==> src/rtl/clk_lock_monitor_pkg.sv <==
// Shared constants and channel state encoding for the divided-clock lock monitor.
// Half-periods are expressed in clk_32f cycles.
package clk_lock_monitor_pkg;

  localparam int HALF_4F = 4;
  localparam int HALF_2F = 8;
  localparam int HALF_F  = 16;

  typedef enum logic [1:0] {
    ACQUIRE = 2'd0,
    MEASURE = 2'd1,
    LOCKED  = 2'd2
  } chan_state_t;

endpackage

==> src/rtl/clk_period_chk.sv <==
// Half-period checker for one monitored clock sampled as data on clk_32f.
// Reports lock after LOCK_COUNT consecutive correct half-periods, and pulses err on bad lengths or timeout.
module clk_period_chk
  import clk_lock_monitor_pkg::*;
#(
  parameter int HALF       = 4,
  parameter int LOCK_COUNT = 4,
  parameter int CNT_W      = 6
) (
  input  logic clk_32f,
  input  logic reset,
  input  logic clk_in,
  output logic locked,
  output logic err,
  output logic rise
);

  localparam int GOOD_W = $clog2(LOCK_COUNT + 1);
  localparam logic [CNT_W-1:0]  HALF_CNT  = CNT_W'(HALF);
  localparam logic [CNT_W-1:0]  MAX_CNT   = CNT_W'(2 * HALF);
  localparam logic [GOOD_W-1:0] GOOD_LAST = GOOD_W'(LOCK_COUNT - 1);

  logic              s1;
  logic              s2;
  logic              toggle;
  logic [CNT_W-1:0]  cnt;
  logic [GOOD_W-1:0] good;
  logic [GOOD_W-1:0] good_next;
  logic              err_next;
  chan_state_t       state;
  chan_state_t       state_next;

  assign toggle = s1 ^ s2;
  assign rise   = s1 & ~s2;
  assign locked = (state == LOCKED);

  // Two-stage sampler; s2 lags s1 so their difference marks a transition.
  always_ff @(posedge clk_32f or negedge reset) begin
    if (!reset) begin
      s1 <= 1'b0;
      s2 <= 1'b0;
    end else begin
      s1 <= clk_in;
      s2 <= s1;
    end
  end

  always_ff @(posedge clk_32f or negedge reset) begin
    if (!reset) begin
      cnt <= '0;
    end else if (toggle) begin
      cnt <= CNT_W'(1);
    end else if (cnt != MAX_CNT) begin
      cnt <= cnt + CNT_W'(1);
    end
  end

  always_ff @(posedge clk_32f or negedge reset) begin
    if (!reset) begin
      state <= ACQUIRE;
      good  <= '0;
      err   <= 1'b0;
    end else begin
      state <= state_next;
      good  <= good_next;
      err   <= err_next;
    end
  end

  // A transition always takes precedence over a timeout seen in the same cycle.
  always_comb begin
    state_next = state;
    good_next  = good;
    err_next   = 1'b0;
    case (state)
      ACQUIRE: begin
        if (toggle) begin
          state_next = MEASURE;
          good_next  = '0;
        end
      end
      MEASURE: begin
        if (toggle) begin
          if (cnt == HALF_CNT) begin
            if (good == GOOD_LAST) begin
              state_next = LOCKED;
              good_next  = '0;
            end else begin
              good_next = good + GOOD_W'(1);
            end
          end else begin
            err_next  = 1'b1;
            good_next = '0;
          end
        end else if (cnt == MAX_CNT) begin
          err_next   = 1'b1;
          state_next = ACQUIRE;
          good_next  = '0;
        end
      end
      LOCKED: begin
        if (toggle) begin
          if (cnt != HALF_CNT) begin
            err_next   = 1'b1;
            state_next = MEASURE;
            good_next  = '0;
          end
        end else if (cnt == MAX_CNT) begin
          err_next   = 1'b1;
          state_next = ACQUIRE;
          good_next  = '0;
        end
      end
      default: begin
        state_next = ACQUIRE;
        good_next  = '0;
      end
    endcase
  end

endmodule

==> src/rtl/clk_lock_monitor.sv <==
// Lock monitor for the clk_4f/clk_2f/clk_f divided clocks, running on clk_32f.
// Combines per-channel period checks with a rising-edge phase alignment check and sticky error flag.
module clk_lock_monitor
  import clk_lock_monitor_pkg::*;
#(
  parameter int LOCK_COUNT = 4,
  parameter int CNT_W      = 6
) (
  input  logic clk_32f,
  input  logic reset,
  input  logic clk_4f,
  input  logic clk_2f,
  input  logic clk_f,
  input  logic clr_err,
  output logic locked_4f,
  output logic locked_2f,
  output logic locked_f,
  output logic locked,
  output logic err_4f,
  output logic err_2f,
  output logic err_f,
  output logic phase_err,
  output logic err_sticky
);

  logic rise_4f;
  logic rise_2f;
  logic rise_f;
  logic all_locked;
  logic phase_bad;
  logic phase_set;
  logic phase_ok;
  logic any_err;

  clk_period_chk #(.HALF(HALF_4F), .LOCK_COUNT(LOCK_COUNT), .CNT_W(CNT_W)) u_chk_4f (
    .clk_32f (clk_32f),
    .reset   (reset),
    .clk_in  (clk_4f),
    .locked  (locked_4f),
    .err     (err_4f),
    .rise    (rise_4f)
  );

  clk_period_chk #(.HALF(HALF_2F), .LOCK_COUNT(LOCK_COUNT), .CNT_W(CNT_W)) u_chk_2f (
    .clk_32f (clk_32f),
    .reset   (reset),
    .clk_in  (clk_2f),
    .locked  (locked_2f),
    .err     (err_2f),
    .rise    (rise_2f)
  );

  clk_period_chk #(.HALF(HALF_F), .LOCK_COUNT(LOCK_COUNT), .CNT_W(CNT_W)) u_chk_f (
    .clk_32f (clk_32f),
    .reset   (reset),
    .clk_in  (clk_f),
    .locked  (locked_f),
    .err     (err_f),
    .rise    (rise_f)
  );

  // Every slower rising edge must coincide with a rising edge of the next faster clock.
  assign all_locked = locked_4f & locked_2f & locked_f;
  assign phase_bad  = all_locked & ((rise_f & ~rise_2f) | (rise_2f & ~rise_4f));
  assign phase_set  = all_locked & rise_f & rise_2f & rise_4f;
  assign locked     = all_locked & phase_ok;
  assign any_err    = err_4f | err_2f | err_f | phase_err;

  always_ff @(posedge clk_32f or negedge reset) begin
    if (!reset) begin
      phase_err <= 1'b0;
      phase_ok  <= 1'b0;
    end else begin
      phase_err <= phase_bad;
      if (!all_locked || phase_bad) begin
        phase_ok <= 1'b0;
      end else if (phase_set) begin
        phase_ok <= 1'b1;
      end
    end
  end

  // A new error in the clearing cycle keeps the flag set.
  always_ff @(posedge clk_32f or negedge reset) begin
    if (!reset) begin
      err_sticky <= 1'b0;
    end else if (any_err) begin
      err_sticky <= 1'b1;
    end else if (clr_err) begin
      err_sticky <= 1'b0;
    end
  end

endmodule

==> config.mk <==
export PLATFORM = sky130hd
export DESIGN_NAME = clk_lock_monitor
export DESIGN_NICKNAME = d
export VERILOG_FILES = /design/src/rtl/clk_lock_monitor_pkg.sv /design/src/rtl/clk_period_chk.sv /design/src/rtl/clk_lock_monitor.sv
export SDC_FILE = /design/constraint.sdc
export NUM_CORES = 1
export LEC_CHECK = 0
export ABC_AREA = 1
export ABC_CLOCK_PERIOD_IN_PS = 1600
export CAP_MARGIN = 20
export CELL_PAD_IN_SITES_DETAIL_PLACEMENT = 2
export CELL_PAD_IN_SITES_GLOBAL_PLACEMENT = 2
export CORE_ASPECT_RATIO = 0.75
export CORE_MARGIN = 2
export CORE_UTILIZATION = 35
export CTS_CLUSTER_DIAMETER = 120
export DETAILED_ROUTE_END_ITERATION = 16
export GPL_TIMING_DRIVEN = 0
export PLACE_DENSITY = 0.87
export SKIP_CTS_REPAIR_TIMING = 1
export SLEW_MARGIN = 25
export SYNTH_ARGS = -nofsm -noshare
export SYNTH_HDL_FRONTEND = slang
export SYNTH_SLANG_ARGS = --single-unit
==> constraint.sdc <==
create_clock -name clk_32f -period 1.6 [get_ports clk_32f]
set_input_delay 0.16 -clock clk_32f [delete_from_list [all_inputs] [get_ports clk_32f]]
set_output_delay 0.16 -clock clk_32f [all_outputs]
set_load 0.02 [all_outputs]
==> Implementation_results.wiki, run 1 <==
{| class="wikitable"
! Metric !! Value
|-
| Area of the core || 7398 um^2
|-
| Number of filler instances in the final layout || between 800 and 900
|-
| Post-layout instance count excluding filler cells || 495
|-
| #FFs+latches synth || 45
|-
| Detailed Place HPWL || between 5 and 6 mm
|-
| Worst-Skew Late Latency || 0.31 ns
|-
| Final antenna diode count || 0
|-
| Arrival time worst endpoint || 1.84 ns
|-
| Share of total power consumed by net switching || 0.4369
|-
| Count of different cell masters after synthesis || 28
|-
| Number of antenna violations at the first check in global routing || 0
|-
| Post-route fraction of the period consumed by the critical path || 1.034
|-
| Final GP Congestion || 0.7497
|-
| Crit path capture type || register
|-
| Global-route wire length before repair || 12.60 mm
|-
| Post-detailed-routing wire length || ~9.6 mm
|-
| Count of flip-flops with a built-in enable after synthesis || 0
|-
| Post-Syn Instances || 354
|-
| Maximum number of pins on one net before global-route repair || 46
|-
| Number of nets still failing antenna checks after routing || 0
|-
| Cell area after synthesis || about 2700 um^2
|-
| Max Root-Sink Buffers || 2
|-
| Sinks on the clock net || 45
|-
| Critical path data required time || 1.78 ns
|-
| Root Buffer || sky130_fd_sc_hd__clkbuf_8
|-
| Final global-route overflow total || 0
|-
| Initial DRC Count || 67
|-
| Clock slew seen by the registers of the worst setup and hold paths || about 0.090 ns
|-
| Most used flip-flop cell after synthesis || sky130_fd_sc_hd__dfrtp_1
|-
| Class of the tightest hold or removal check || input port to register
|-
| Maximum Capacitance Violations || 0
|-
| Synth-to-Final Area Change || 29.30%
|-
| Clock tree from TritonCTS || built
|-
| Yosys top cell by area || sky130_fd_sc_hd__dfrtp_1
|-
| Share of the synthesized area in the top cell type || 0.4192
|-
| Nets || 423
|-
| Placed cells || 469
|-
| Part of the Yosys area used for sequential elements || 0.4192
|-
| Final critical path time including I/O delays and setup || 1.654 ns
|-
| FFs w/ async S/R, synth || 1.000
|-
| Share of final-layout standard cells stronger than drive strength 1 || 0.2284
|-
| Lkg Pwr || approximately 1.8 nW
|-
| DRC violations left || 0
|-
| Number of iterations in the first detailed-routing pass || 4
|-
| Avg Vias per Cell || 5.016
|-
| Global-route usage over all layers || 0.1924
|-
| Post-route core utilization || 0.4695
|-
| Worst slew margin relative to its limit || 0.5950
|-
| Register-to-Register Setup Slack || -0.05 ns
|-
| Psw || 2.246 mW
|-
| Max-slew violation count || 0
|-
| Final Hold Viols || 0
|-
| Final routed wire length divided by cell count || around 19 um
|-
| Number of vias after detailed routing || 2483
|-
| H-Tree Depth || 2
|-
| Port buffer count || 14
|-
| Total of endpoints with negative setup slack in the final report || 3
|-
| Highest attainable clock frequency || a little over 600 MHz
|-
| Failing checks || negative setup slack
|-
| Yosys synthesis warning count || 0
|-
| Worst voltage drop across the vdd grid || 0.5840 mV
|-
| Via count of the first global-routing pass || 2624
|-
| Per-instance average area after synthesis || 7.588 um^2
|-
| Result of the run || finished with violations
|-
| Design internal power || 2.895 mW
|-
| Reg power frac || 0.302
|-
| Comb pwr share || 0.511
|-
| Total power density per cell area || roughly 1500 nW/um^2
|-
| Worst hold margin || 0.2810 ns
|-
| Row cnt || 27
|-
| Top cells by area, synth || sky130_fd_sc_hd__dfrtp_1 42%, sky130_fd_sc_hd__nand2_1 12%, sky130_fd_sc_hd__ha_1 11%
|-
| Startpoint type of the worst setup path || register
|-
| Total clock buffers created by CTS || 5
|-
| Die boundary width || 105.2 um
|-
| Setup clock skew after layout || 0.003014 ns
|-
| Syn Nets || 384
|-
| Startpoint-to-endpoint class of the critical path || register to register
|-
| Pin slew with the least headroom to its limit || 0.6076 ns
|-
| Number of placed I/O pins || 15
|-
| Worst-path fanout max || 5
|-
| Effective utilization at floorplan || 0.3631
|-
| Unrepaired setup endpoints after global routing || yes
|-
| Share of total power in the clock network || 0.187
|-
| Final critical-path setup slack || -0.05447 ns
|-
| Overall die height || 79.87 um
|-
| DIE AREA || 8399 um^2
|}
==> power groups by stage <==
stage	clock [mW]	sequential [mW]	combinational, mW
after floorplan	0	1.53	1.33
after global placement	0	1.52	1.88
after detailed placement	0	1.53	2.00
after CTS	0.971	1.51	2.04
after global routing	1.03	1.58	2.93
final	0.960	1.55	2.63
==> logic make-up (layout without fill, tap and decap cells) <==
logic type,Yosys count,count (layout),synth area share
buffers and inverters,75,115,0.1057
AOI/OAI and AO/OA,36,36,0.06987
and+or+nand+nor,169,169,0.2771
DFF,45,45,0.4192
xor gates and xnor gates,5,5,0.01630
adders and majority gates,24,24,0.1118
==> final timing paths <==
| kind | depth (start not counted) | startpoint | to |
|---|---|---|---|
| max | 8 | u_chk_2f.cnt[0] | u_chk_2f.cnt[0] |
| min | 1 | clk_f | u_chk_f.s1 |
| max reg2reg | 8 | u_chk_2f.cnt[0] | u_chk_2f.cnt[0] |
| min reg2reg | 0 | u_chk_4f.s1 | u_chk_4f.s2 |
| max in group asynchronous | 2 | reset | u_chk_f.good[2] |
| min in group asynchronous | 2 | reset | u_chk_4f.cnt[0] |
==> metal layers <==
metal  wire length (um)  GRT usage  share of wire  vias up
met1               4185     0.2402           0.44     1261
met2               5077     0.3468           0.53       29
met3                201    0.03184          0.021       17
met4                153    0.05067          0.016        0
li1                   -          -              -     1176
met5                  0          0              0        -
==> cell usage in the layout (no fill, tap or decap), drive strengths merged <==
master / instances
and3: 1
o31ai: 1
or2: 1
a21oi: 10
nor3: 2
nor4: 2
clkdlybuf4s50: 9
o21a: 1
nand3: 25
clkbuf: 7
dfrtp: 45
xnor2: 3
o21ai: 23
dlymetal6s2s: 3
bufinv: 1
nand3b: 2
xor2: 2
nand4: 9
nor3b: 1
ha: 24
nand2: 88
buf: 21
a211oi: 1
dlygate4sd3: 1
inv: 73
nor2: 38
==> cell usage after synthesis, types with 3 or more instances <==
cell type,number
sky130_fd_sc_hd__nand3_1,24
sky130_fd_sc_hd__inv_1,69
sky130_fd_sc_hd__ha_1,24
sky130_fd_sc_hd__o21ai_0,22
sky130_fd_sc_hd__nand2_1,86
sky130_fd_sc_hd__dfrtp_1,45
sky130_fd_sc_hd__xnor2_1,3
sky130_fd_sc_hd__nand4_1,9
sky130_fd_sc_hd__a21oi_1,10
sky130_fd_sc_hd__inv_2,4
sky130_fd_sc_hd__nor2_1,34
sky130_fd_sc_hd__nor2_2,3
==> worst max-delay path, stage by stage (launching register included) <==
cell	delay, ns
sky130_fd_sc_hd__dfrtp_1	0.42
sky130_fd_sc_hd__inv_2	0.10
sky130_fd_sc_hd__ha_4	0.15
sky130_fd_sc_hd__inv_2	0.05
sky130_fd_sc_hd__nor2_4	0.08
sky130_fd_sc_hd__nand4_1	0.26
sky130_fd_sc_hd__buf_4	0.25
sky130_fd_sc_hd__o21ai_0	0.10
sky130_fd_sc_hd__o21ai_0	0.13
==> final cells by class <==
type / count / area [um^2] / share of cell area
multi-input combinational: 234 / 1511 / 0.4352
sequential: 45 / 1126 / 0.3242
timing repair buffer: 33 / 300.3 / 0.08646
inverter: 73 / 281.5 / 0.08105
tap: 101 / 126.4 / 0.03638
clock buffer: 7 / 86.33 / 0.02486
clock inverter: 1 / 30.03 / 0.008646
buffer: 1 / 11.26 / 0.003242
==> sequential cells by signal, indices dropped and copies added (netlist names), 2 cells and up <==
signal,count
u_chk_2f.state,2
u_chk_2f.good,3
u_chk_f.state,2
u_chk_4f.good,3
u_chk_4f.cnt,6
u_chk_2f.cnt,6
u_chk_f.cnt,6
u_chk_f.good,3
u_chk_4f.state,2
==> per-stage QoR <==
step	total power, mW	area [um^2]	setup TNS [ns]	worst slack, ns
2_1_floorplan	2.861	2686	0	0.1552
3_3_place_gp	3.392	2953	-46.66	-1.029
3_5_place_dp	3.538	2950	-0.9621	-0.4139
4_1_cts	4.525	3067	-3.186	-0.7489
5_1_grt	5.542	3473	-1.425	-0.1487
6_report	5.141	3473	-0.07207	-0.05447
Power figures use the tool's default switching activity.
==> inputs of run 2 (changes only) <==
- ABC_CLOCK_PERIOD_IN_PS: 1600 -> 1400
- CORE_UTILIZATION: 35 -> 32
- CTS_CLUSTER_SIZE: unset -> 8
- PLACE_DENSITY: 0.87 -> 0.84
- clock period: 1.6 -> 1.4 ns (I/O delays scaled with it)
==> Implementation_results.wiki, run 2 (synthesis results as in run 1) <==
{| class="wikitable"
! Metric !! Value
|-
| Worst Setup SP || u_chk_f.s2
|-
| Critical path data required time || 1.67 ns (-0.11 ns)
|-
| Most frequent cells in the layout || 67 x sky130_fd_sc_hd__nand2_1, 52 x sky130_fd_sc_hd__inv_1, 44 x sky130_fd_sc_hd__dfrtp_1
|-
| Share of total power consumed by net switching || 0.4574 (+0.02048)
|-
| Reg power frac || 0.274 (-0.028)
|-
| DRC violations left || 0 (unchanged)
|-
| Maximum Capacitance Violations || 0 (unchanged)
|-
| Clock slew seen by the registers of the worst setup and hold paths || 0.10 ns (about the same)
|-
| Highest attainable clock frequency || 578.6 MHz (-4.3%)
|-
| H-Tree Depth || 2 (unchanged)
|-
| Psw || 2.967 mW (+32%)
|-
| Final Hold Viols || 0 (unchanged)
|-
| Die boundary width || 109.8 um (+4.4%)
|-
| Final critical-path setup slack || -0.3284 ns (-0.2740 ns)
|-
| Worst voltage drop across the vdd grid || 0.8106 mV (+39%)
|-
| Crit path capture type || register
|-
| Maximum number of pins on one net before global-route repair || 46 (unchanged)
|-
| Initial DRC Count || 115 (+72%)
|-
| Comb pwr share || 0.555 (+0.044)
|-
| Unrepaired setup endpoints after global routing || yes
|-
| Post-route fraction of the period consumed by the critical path || 1.235 (+0.2006)
|-
| Sum of negative setup slack || -4.464 ns (-4.392 ns)
|-
| Arrival time worst endpoint || 2.00 ns (+0.16 ns)
|-
| Via count of the first global-routing pass || 2708 (+3.2%)
|-
| Startpoint-to-endpoint class of the critical path || register to register
|-
| Overall die height || 83.35 um (+4.4%)
|-
| Avg Vias per Cell || 5.147 (+2.6%)
|-
| Clock tree from TritonCTS || built
|-
| Number of antenna violations at the first check in global routing || 0 (unchanged)
|-
| Class of the tightest hold or removal check || input port to register
|-
| Worst-path fanout max || 7 (+2)
|-
| Total power density per cell area || 1749 nW/um^2 (+18%)
|-
| Startpoint type of the worst setup path || register
|-
| Max-slew violation count || 0 (unchanged)
|-
| Worst-Skew Late Latency || 0.33 ns (+0.02 ns)
|-
| Worst r2r src || u_chk_f.s2
|-
| Synth-to-Final Area Change || 38.05%
|-
| Result of the run || finished with violations
|-
| Share of total power in the clock network || 0.171 (-0.016)
|-
| Pin slew with the least headroom to its limit || 0.6224 ns (+0.01484 ns)
|-
| Lkg Pwr || 1.942 nW (+8.7%)
|-
| Root Buffer || sky130_fd_sc_hd__clkbuf_8
|-
| Area of the core || 8023 um^2 (+8.4%)
|-
| Final critical path time including I/O delays and setup || 1.728 ns (+0.07397 ns)
|-
| DIE AREA || 9151 um^2 (+9.0%)
|-
| Biggest regs || u_chk_2f.cnt: 6 flops, u_chk_4f.cnt: 6 flops, u_chk_f.cnt: 6 flops
|-
| Final antenna diode count || 0 (unchanged)
|-
| Number of iterations in the first detailed-routing pass || 4 (unchanged)
|-
| Number of placed I/O pins || 15 (unchanged)
|-
| Nets || 442 (+4.5%)
|-
| Effective utilization at floorplan || 0.3348 (-0.02826)
|-
| Final GP Congestion || 0.7591 (+1.3%)
|-
| Failing checks || negative setup slack
|-
| Design internal power || 3.519 mW (+22%)
|-
| Post-detailed-routing wire length || 11.43 mm (+19%)
|-
| Setup clock skew after layout || 0.01251 ns (+0.009497 ns)
|-
| Worst-case setup slack after placement || -0.5572 ns (-0.1433 ns)
|-
| Detailed Place HPWL || 5.686 mm (+4.7%)
|-
| Max Root-Sink Buffers || 2 (unchanged)
|-
| Row cnt || 28 (+3.7%)
|-
| Total clock buffers created by CTS || 5 (unchanged)
|-
| Port buffer count || 14 (unchanged)
|-
| Startpoint of the lowest-slack hold path || clk_f
|-
| Number of vias after detailed routing || 2666 (+7.4%)
|-
| Worst slew margin relative to its limit || 0.5851 (-0.009891)
|-
| Global-route wire length before repair || 13.28 mm (+5.4%)
|-
| Sinks on the clock net || 45 (unchanged)
|-
| Number of nets still failing antenna checks after routing || 0 (unchanged)
|-
| Final global-route overflow total || 0 (unchanged)
|-
| Global-route usage over all layers || 0.1837 (-0.008692)
|-
| Total of endpoints with negative setup slack in the final report || 27 (+24)
|-
| Share of final-layout standard cells stronger than drive strength 1 || 0.3293 (+0.1009)
|-
| Most common cell after layout, fill and taps aside || sky130_fd_sc_hd__nand2_1
|-
| Final routed wire length divided by cell count || 22.06 um (+14%)
|}
==> run 2: final cells by class <==
class                      instances  area (um^2)
clock inverter                     2        37.54
sequential                        45         1127
buffer                             2        26.28
fill                             871         4314
inverter                          73        289.0
tap                              105        131.4
timing repair buffer              51        420.4
multi-input combinational        234         1594
clock buffer                       6        82.58
==> run 2: power by group through the flow <==
stage               Sequential (mW)  Combinational, mW  Clock (mW)
finish                         1.78               3.60        1.11
global route                   1.80               3.91        1.18
CTS                            1.73               2.36        1.09
detailed placement             1.75               2.32           0
global placement               1.73               2.15           0
floorplan                      1.75               1.54           0
==> run 2: worst max-delay path: stages, from the launching register on <==
cell                      delay [ns]
sky130_fd_sc_hd__dfrtp_1        0.39
sky130_fd_sc_hd__inv_1          0.06
sky130_fd_sc_hd__ha_1           0.32
sky130_fd_sc_hd__buf_6          0.15
sky130_fd_sc_hd__nor2_2         0.16
sky130_fd_sc_hd__inv_2          0.08
sky130_fd_sc_hd__nor2_1         0.25
sky130_fd_sc_hd__nor2_2         0.09
sky130_fd_sc_hd__nand2_1        0.07
sky130_fd_sc_hd__nand2_1        0.05
sky130_fd_sc_hd__inv_1          0.04
==> run 2: layer usage <==
layer / vias up / part of all wire / GRT usage
met5: - / 0 / 0
met4: 0 / 0.032 / 0.05063
met3: 27 / 0.029 / 0.02826
met2: 50 / 0.52 / 0.3123
met1: 1373 / 0.42 / 0.2390
li1: 1216 / - / -
==> run 2: stage by stage <==
stage	std cells	instance area, um^2	total power, mW	hold WS (ns)	utilization
floorplan	354	2699	3.285	-0.1556	-
global placement	473	2970	3.884	0.3881	0.3702
detailed placement	473	2968	4.070	0.1926	0.3699
CTS	481	3088	5.186	-0.1533	0.3849
global route	518	3709	6.893	0.2422	0.4623
finish	518	3709	6.486	0.2371	0.4623
==> run 2: final timing paths <==
path,cells after the start,slack (ns),endpoint
worst max-delay path,10,-0.33,u_chk_f.state[1]
worst min-delay path,1,0.24,u_chk_f.s1
worst max register to register,10,-0.33,u_chk_f.state[1]
worst min register to register,0,0.45,u_chk_f.s2
max in group asynchronous,2,0.60,u_chk_4f.cnt[2]
min in group asynchronous,2,0.36,u_chk_2f.cnt[3]
